$ cat config.mk
export PLATFORM = sky130hd
export DESIGN_NAME = lane_distributor
export DESIGN_NICKNAME = d
export VERILOG_FILES = /design/src/rtl/lane_distributor.sv
export SDC_FILE = /design/constraint.sdc
export NUM_CORES = 2
export LEC_CHECK = 0
export ABC_AREA = 1
export BUFFER_PORTS_ARGS = -buffer_cell sky130_fd_sc_hd__buf_2
export CAP_MARGIN = 0
export CELL_PAD_IN_SITES_DETAIL_PLACEMENT = 2
export CELL_PAD_IN_SITES_GLOBAL_PLACEMENT = 2
export CORE_AREA = 2 2 559 561
export DETAILED_ROUTE_END_ITERATION = 10
export DIE_AREA = 0 0 561 563
export GPL_ROUTABILITY_DRIVEN = 1
export HOLD_SLACK_MARGIN = 0.03
export PLACE_DENSITY_LB_ADDON = 0.1
export SYNTH_ARGS = -nofsm -noshare
export SYNTH_HDL_FRONTEND = slang
export SYNTH_SLANG_ARGS = --single-unit
export TNS_END_PERCENT = 1
$ cat constraint.sdc
create_clock -name i_clock -period 119.8 [get_ports i_clock]
set_clock_uncertainty 0.15 [all_clocks]
set_input_delay 23.96 -clock i_clock [delete_from_list [all_inputs] [get_ports i_clock]]
set_output_delay 23.96 -clock i_clock [all_outputs]
set_load 0.02 [all_outputs]
$ cat src/rtl/lane_distributor.sv
// Round-robin distributor of tagged blocks onto a PCS lane bus.
// A working buffer fills at block rate; a shadow copy drives the lanes.
module lane_distributor #(
    parameter int NB_DATA_TAGGED = 67,
    parameter int N_LANES        = 20,
    parameter int NB_LANE_SEL    = 5
) (
    input  logic                              i_clock,
    input  logic                              i_reset,
    input  logic                              i_enable,
    input  logic                              i_valid,
    input  logic [NB_DATA_TAGGED-1:0]         i_data,
    input  logic                              i_set_shadow,
    input  logic [NB_LANE_SEL-1:0]            i_rf_active_lanes,
    output logic [NB_DATA_TAGGED*N_LANES-1:0] o_data,
    output logic                              o_valid,
    output logic [NB_LANE_SEL-1:0]            o_lane_ptr,
    output logic                              o_fill_error
);

    localparam logic [NB_LANE_SEL-1:0] MAX_LANES = NB_LANE_SEL'(N_LANES);

    logic [NB_DATA_TAGGED-1:0] working [N_LANES];
    logic [NB_DATA_TAGGED-1:0] shadow  [N_LANES];
    logic [NB_LANE_SEL-1:0]    lane_ptr;
    logic [NB_LANE_SEL-1:0]    active_lanes;
    logic [NB_LANE_SEL-1:0]    ptr_next;
    logic [NB_LANE_SEL-1:0]    active_req;
    logic                      write_en;
    logic                      transfer;

    always_comb begin
        write_en = i_enable & i_valid;
        transfer = i_enable & i_set_shadow;
        ptr_next = lane_ptr;
        if (write_en) begin
            if (lane_ptr == active_lanes - 1'b1)
                ptr_next = '0;
            else
                ptr_next = lane_ptr + 1'b1;
        end
        // Out-of-range lane counts fall back to the full lane set
        if (i_rf_active_lanes == '0 || i_rf_active_lanes > MAX_LANES)
            active_req = MAX_LANES;
        else
            active_req = i_rf_active_lanes;
    end

    always_ff @(posedge i_clock or posedge i_reset) begin
        if (i_reset) begin
            for (int k = 0; k < N_LANES; k++) begin
                working[k] <= '0;
                shadow[k]  <= '0;
            end
            lane_ptr     <= '0;
            active_lanes <= MAX_LANES;
            o_valid      <= 1'b0;
            o_fill_error <= 1'b0;
        end else if (!i_enable) begin
            o_valid      <= 1'b0;
            o_fill_error <= 1'b0;
        end else begin
            o_valid      <= i_set_shadow;
            o_fill_error <= i_set_shadow && (ptr_next != '0);
            for (int k = 0; k < N_LANES; k++) begin
                if (write_en && lane_ptr == NB_LANE_SEL'(k))
                    working[k] <= i_data;
            end
            if (transfer) begin
                // Old lane count governs this copy; new count applies next
                for (int k = 0; k < N_LANES; k++) begin
                    if (NB_LANE_SEL'(k) >= active_lanes)
                        shadow[k] <= '0;
                    else if (write_en && lane_ptr == NB_LANE_SEL'(k))
                        shadow[k] <= i_data;
                    else
                        shadow[k] <= working[k];
                end
                lane_ptr     <= '0;
                active_lanes <= active_req;
            end else begin
                lane_ptr <= ptr_next;
            end
        end
    end

    for (genvar g = 0; g < N_LANES; g++) begin : g_lane
        assign o_data[(N_LANES-g)*NB_DATA_TAGGED-1 -: NB_DATA_TAGGED] = shadow[g];
    end

    assign o_lane_ptr = lane_ptr;

endmodule

After elaboration in Yosys (flattened, before gate mapping) --
Cells that the tools add are included.
Word-level totals: register bits after elaboration 2692, bits of input ports 77, output and inout port bits 1347
Cells by class: add/subtract/negate cells 2, order comparisons 21, equal/unequal tests 20, mux-type cells 46, bitwise logic cells 2, reduce and logical (&&, ||, !) cells 26
Operator list (count):
- two-way mux 67 bit | 40
- == test 5 x 4 -> 1 bit, second input constant | 8
- >= comparator 4 x 5 -> 1 bit, first input constant | 8
- logical AND 1 bit | 21
- == test 5 x 3 -> 1 bit, second input constant | 4
- == test 5 bit, second input constant | 4
- >= comparator 3 x 5 -> 1 bit, first input constant | 4
- >= comparator 5 bit, first input constant | 4
- two-way mux 5 bit | 4
- == test 5 x 2 -> 1 bit, second input constant | 2
- >= comparator 1 x 5 -> 1 bit, first input constant | 2
- >= comparator 2 x 5 -> 1 bit, first input constant | 2
- logical NOT 5 bit | 2
- adder 5 x 1 -> 5 bit, second input constant | 1
- == test 5 x 1 -> 1 bit, second input constant | 1
- == test 5 bit | 1
- greater-than comparator 5 bit, second input constant | 1
- nonzero test 5 bit | 1
- subtractor 5 x 1 -> 5 bit, second input constant | 1
- AND 1 bit | 2
- two-way mux 1 bit | 2
- AND reduction 2 bit | 1
- logical OR 1 bit | 1

Longest topological paths before layout --
depth after elaboration 7, gate-level depth with buffers 13, gate-level depth less buffers 13

Worst setup path before layout --
No wires, ideal clock.
path type input port to flip-flop, from input i_enable, to register shadow, in the netlist o_data[913], setup time 0.130 ns, arrival time 25.206 ns, required time 119.520 ns, path slack 94.314 ns, stages 8, cells stage by stage buf_4 > nand2_2 > inv_2 > o21ai_1 > o21bai_1 > buf_2 > clkbuf_1 > o21ai_1
Between the ends: word-level cells in the longest chain between the ends 4
Ends and longest elaborated chain:
- start: declaration | line 10 | input logic i_enable,
- AND 1 bit | line 33 | write_en = i_enable & i_valid;
- logical AND 1 bit | line 74 | else if (write_en && lane_ptr == NB_LANE_SEL'(k))
- two-way mux 67 bit | line 74
- two-way mux 67 bit | line 72 | if (NB_LANE_SEL'(k) >= active_lanes)
- end signal: indexed assignment | line 75 | shadow[k] <= i_data;
- end signal: indexed assignment | line 77 | shadow[k] <= working[k];
- end: declaration | line 24 | logic [NB_DATA_TAGGED-1:0] shadow [N_LANES];
Several ways; a longest one is shown, not always the timed one. A chain may end at the register's enable or synchronous reset.

==> impl_results.md <==
- Status: completed
- Slew @ Worst Pin: 1.22 ns
- HP Class: flop to flop
- Pre-antenna DRT Iters: 5
- Tot GR Track Use: 28.6%
- Per-cell routed wire length: 27.2 µm
- Power consumption: 2.67 mW
- Initial antenna violation count: 40
- First-pass GRT wire length: 659 mm
- Hold depth: 2
- WP data arrival: 30.45 ns
- Fmax: 33.7 MHz
- H-tree levels: 5
- Most frequent cells after synthesis: dfrtp_1 (2,690), nand2_1 (2,522), inv_1 (2,231)
- Ports: 1,424
- Post-synthesis sequential area ratio: 64.4%
- Reg2reg end: o_data[530]
- Clock Latency Late Sink: 0.91 ns
- Crit-path cells: buf_2 -> inv_8 -> buf_4 -> buf_4 -> buf_4 -> buf_4 -> buf_4 -> buf_4 -> buf_4
- Gate Count Post-Synth: 11.1k
- Worst Path Buf+Inv: 9
- Initial DRC Count: 5,046
- Yosys top cell by area: dfrtp_1
- Primary FF master, synth: dfrtp_1
- Final Hold Vio Count: 0
- Clk buf depth: 4
- I/O Buffers: 1,423
- Area delta synth->final: 19.8%
- DIE WIDTH: 561 µm
- Synthesized cell area: 105,000 µm²
- Slowest cell on the critical path: buf_4
- Final Slew Violations: 0
- Clock sink count: 2,692
- Hold_sp: o_data[390]
- Worst Hold Path EP: o_data[390]
- Starting Density: 33.7%
- Final nets: 12.4k
- GP Congestion: 0.830
- GR Overflow Total: 0
- Number of flops mapped to enable cells by yosys: 0
- Layout cells sized above 1: 17.0%
- Reg-to-reg startpoint: active_lanes[3]
- Most frequent CP cell: buf_4
- Reg2Reg Depth: 8
- Pwr per Cell Area: 21.3 nW/µm²
- Crit path launch type: primary input
- Unrepaired setup endpoints after global routing: false
- WL final: 454 mm
- Largest net degree at the start of global routing: 192
- Clk pin slew, worst setup/hold paths: 0.06 ns
- Setup violators final: 0
- Root buf cell: clkbuf_16
- Slew headroom: 18.8%
- DP Wirelength: 300 mm
- Cts bufs inserted: 311
- MaxCap Viol Count: 0
- Top delay family on crit path: buffers and inverters
- Worst R2R Setup Slack: 115.50 ns
- P_leak: 65.1 nW
- Ys async rst share: 100%
- Critical Path RT: 120.53 ns
- Fraction of the cycle the final worst path needs: 24.8%
- Vias in the first global route: 91.2k
- Worst setup EP type: asynchronous set/reset pin
- CP max FO: 81
- Area contributors post-synth: dfrtp_1 (64%), nand2_1 (9.0%), inv_1 (8.0%)
- Core area: 310,000 µm²
- CTS tree: yes
- Setup TNS: 0 ns
- Post-CTS Setup Inserts: 0
- Post-synthesis sequential element count: 2,692
- # fillers: 33.8k
- Syn nets: 11.2k
- Post-synth top area share: 64.3%
- Rows: 205
- Worst Path Class, Setup: primary input to asynchronous set/reset pin
- Cts repair resizes: 0
- Vias per std cell: 4.97
- Antenna Nets Post-Route: 0
- Peak supply drop: 0.0000112 V
- Hold buffers post-CTS: 0
- Period minus WS final: 29.72 ns
- Most common cell in the netlist: dfrtp_1
- Max incr delay on CP: 0.93 ns
- Syn Area/Cell: 9.43 µm²
- DIE AREA: 316,000 µm²
- Die span in y: 563 µm
- DRC: 0
- Via count: 82.9k
- Count of different cell masters after synthesis: 39
- YS warnings: 0
==> metrics by stage <==
| stage | cells | cell area (µm²) | hold slack (ns) | setup slack (ns) | utilization [%] |
|---|---|---|---|---|---|
| after floorplan | 11102 | 105000 | 0.313 | 19.59 | - |
| after detailed placement | 16117 | 115000 | 0.318 | 88.80 | 37.1 |
| after global routing | 16678 | 125000 | 0.357 | 89.13 | 40.4 |
| final | 16688 | 125000 | 0.328 | 90.08 | 40.4 |
| after CTS | 16672 | 125000 | 0.333 | 89.82 | 40.4 |
| after global placement | 16117 | 115000 | 0.311 | 89.04 | 37.1 |
==> layout make-up <==
cell class                      instances  area, µm²  area share, %
Timing Repair Buffer                 1529       8030           6.41
Sequential cell                      2692      67400           53.7
Clock inverter                         89       1150          0.917
Inverter                             2245       8440           6.73
Multi-Input combinational cell       5511      26000           20.7
Clock buffer                          466       9170           7.32
Tap cell                             4140       5180           4.13
Antenna cell                           16       40.0         0.0319
==> state kept, by name, indices dropped and copies added, names as in the netlist <==
signal	count
o_lane_ptr	5
o_data	1340
active_lanes	5
o_valid	1
working	1340
o_fill_error	1
==> cell families (layout without fill, tap and decap cells) <==
group,Yosys count,after routing,share of synthesized area [%]
buffers and inverters,2899,4329,11.0
DFF,2692,2692,64.4
and+or+nand+nor,2658,2658,10.0
other,0,16,0
adders and majority gates,9,9,0.108
xor gates and xnor gates,2,2,0.0167
AOI/OAI and AO/OA,2842,2842,14.5
==> layer usage <==
metal	routed length [µm]	up-vias	global-route usage (%)	share of wire, %
met1	184000	43860	35.4	41
met4	26300	2	14.5	5.8
met2	215000	2019	46.8	47
met5	13	-	0	0.0029
met3	28800	660	6.71	6.4
li1	-	36365	-	-
==> worst max path at each step <==
stage | startpoint | to | slack [ns] | cells after the start
after detailed placement | i_reset | working[744] | 88.80 | 9
final | i_reset | o_data[877] | 90.08 | 9
after CTS | i_reset | o_data[870] | 89.82 | 9
after global routing | i_reset | o_data[681] | 89.13 | 9
after floorplan | i_reset | active_lanes[0] | 19.59 | 1
after global placement | i_reset | o_data[809] | 89.04 | 9
==> layout by cell type, fill, tap and decap left out, types with 5 or more instances in the layout <==
master and n:
clkbuf_8 72, nand3_1 10, buf_4 98, dfrtp_1 2690, a21oi_1 75, clkinv_16 7
buf_2 1422, nor2_4 7, o21ai_0 1500, a22o_1 67, clkinv_2 48, inv_2 12
ha_1 9, nand2_1 2517, inv_6 10, nand3_4 18, o21a_1 268, clkbuf_1 79
o21ai_4 5, or2_2 67, nor2_1 24, buf_12 9, o21ai_1 919, diode_2 16
bufinv_16 15, inv_16 5, nand2_4 8, inv_1 2228, clkbuf_16 315
==> report_power, final <==
group,switching (mW),internal (mW)
Clock,0.407,0.565
Sequential,0.107,1.06
Combinational,0.381,0.148
Total,0.895,1.77
==> worst reg2reg max path, stage by stage (launching register included) <==
cell and delay [ns]:
dfrtp_1 0.66, nor2_2 0.14, nor2_4 0.24, clkinv_2 0.68
nor2_4 1.08, o211ai_1 0.18, buf_4 0.42, buf_4 0.45
o21ai_0 0.24
Note: power is estimated with default switching activity, not from simulation.
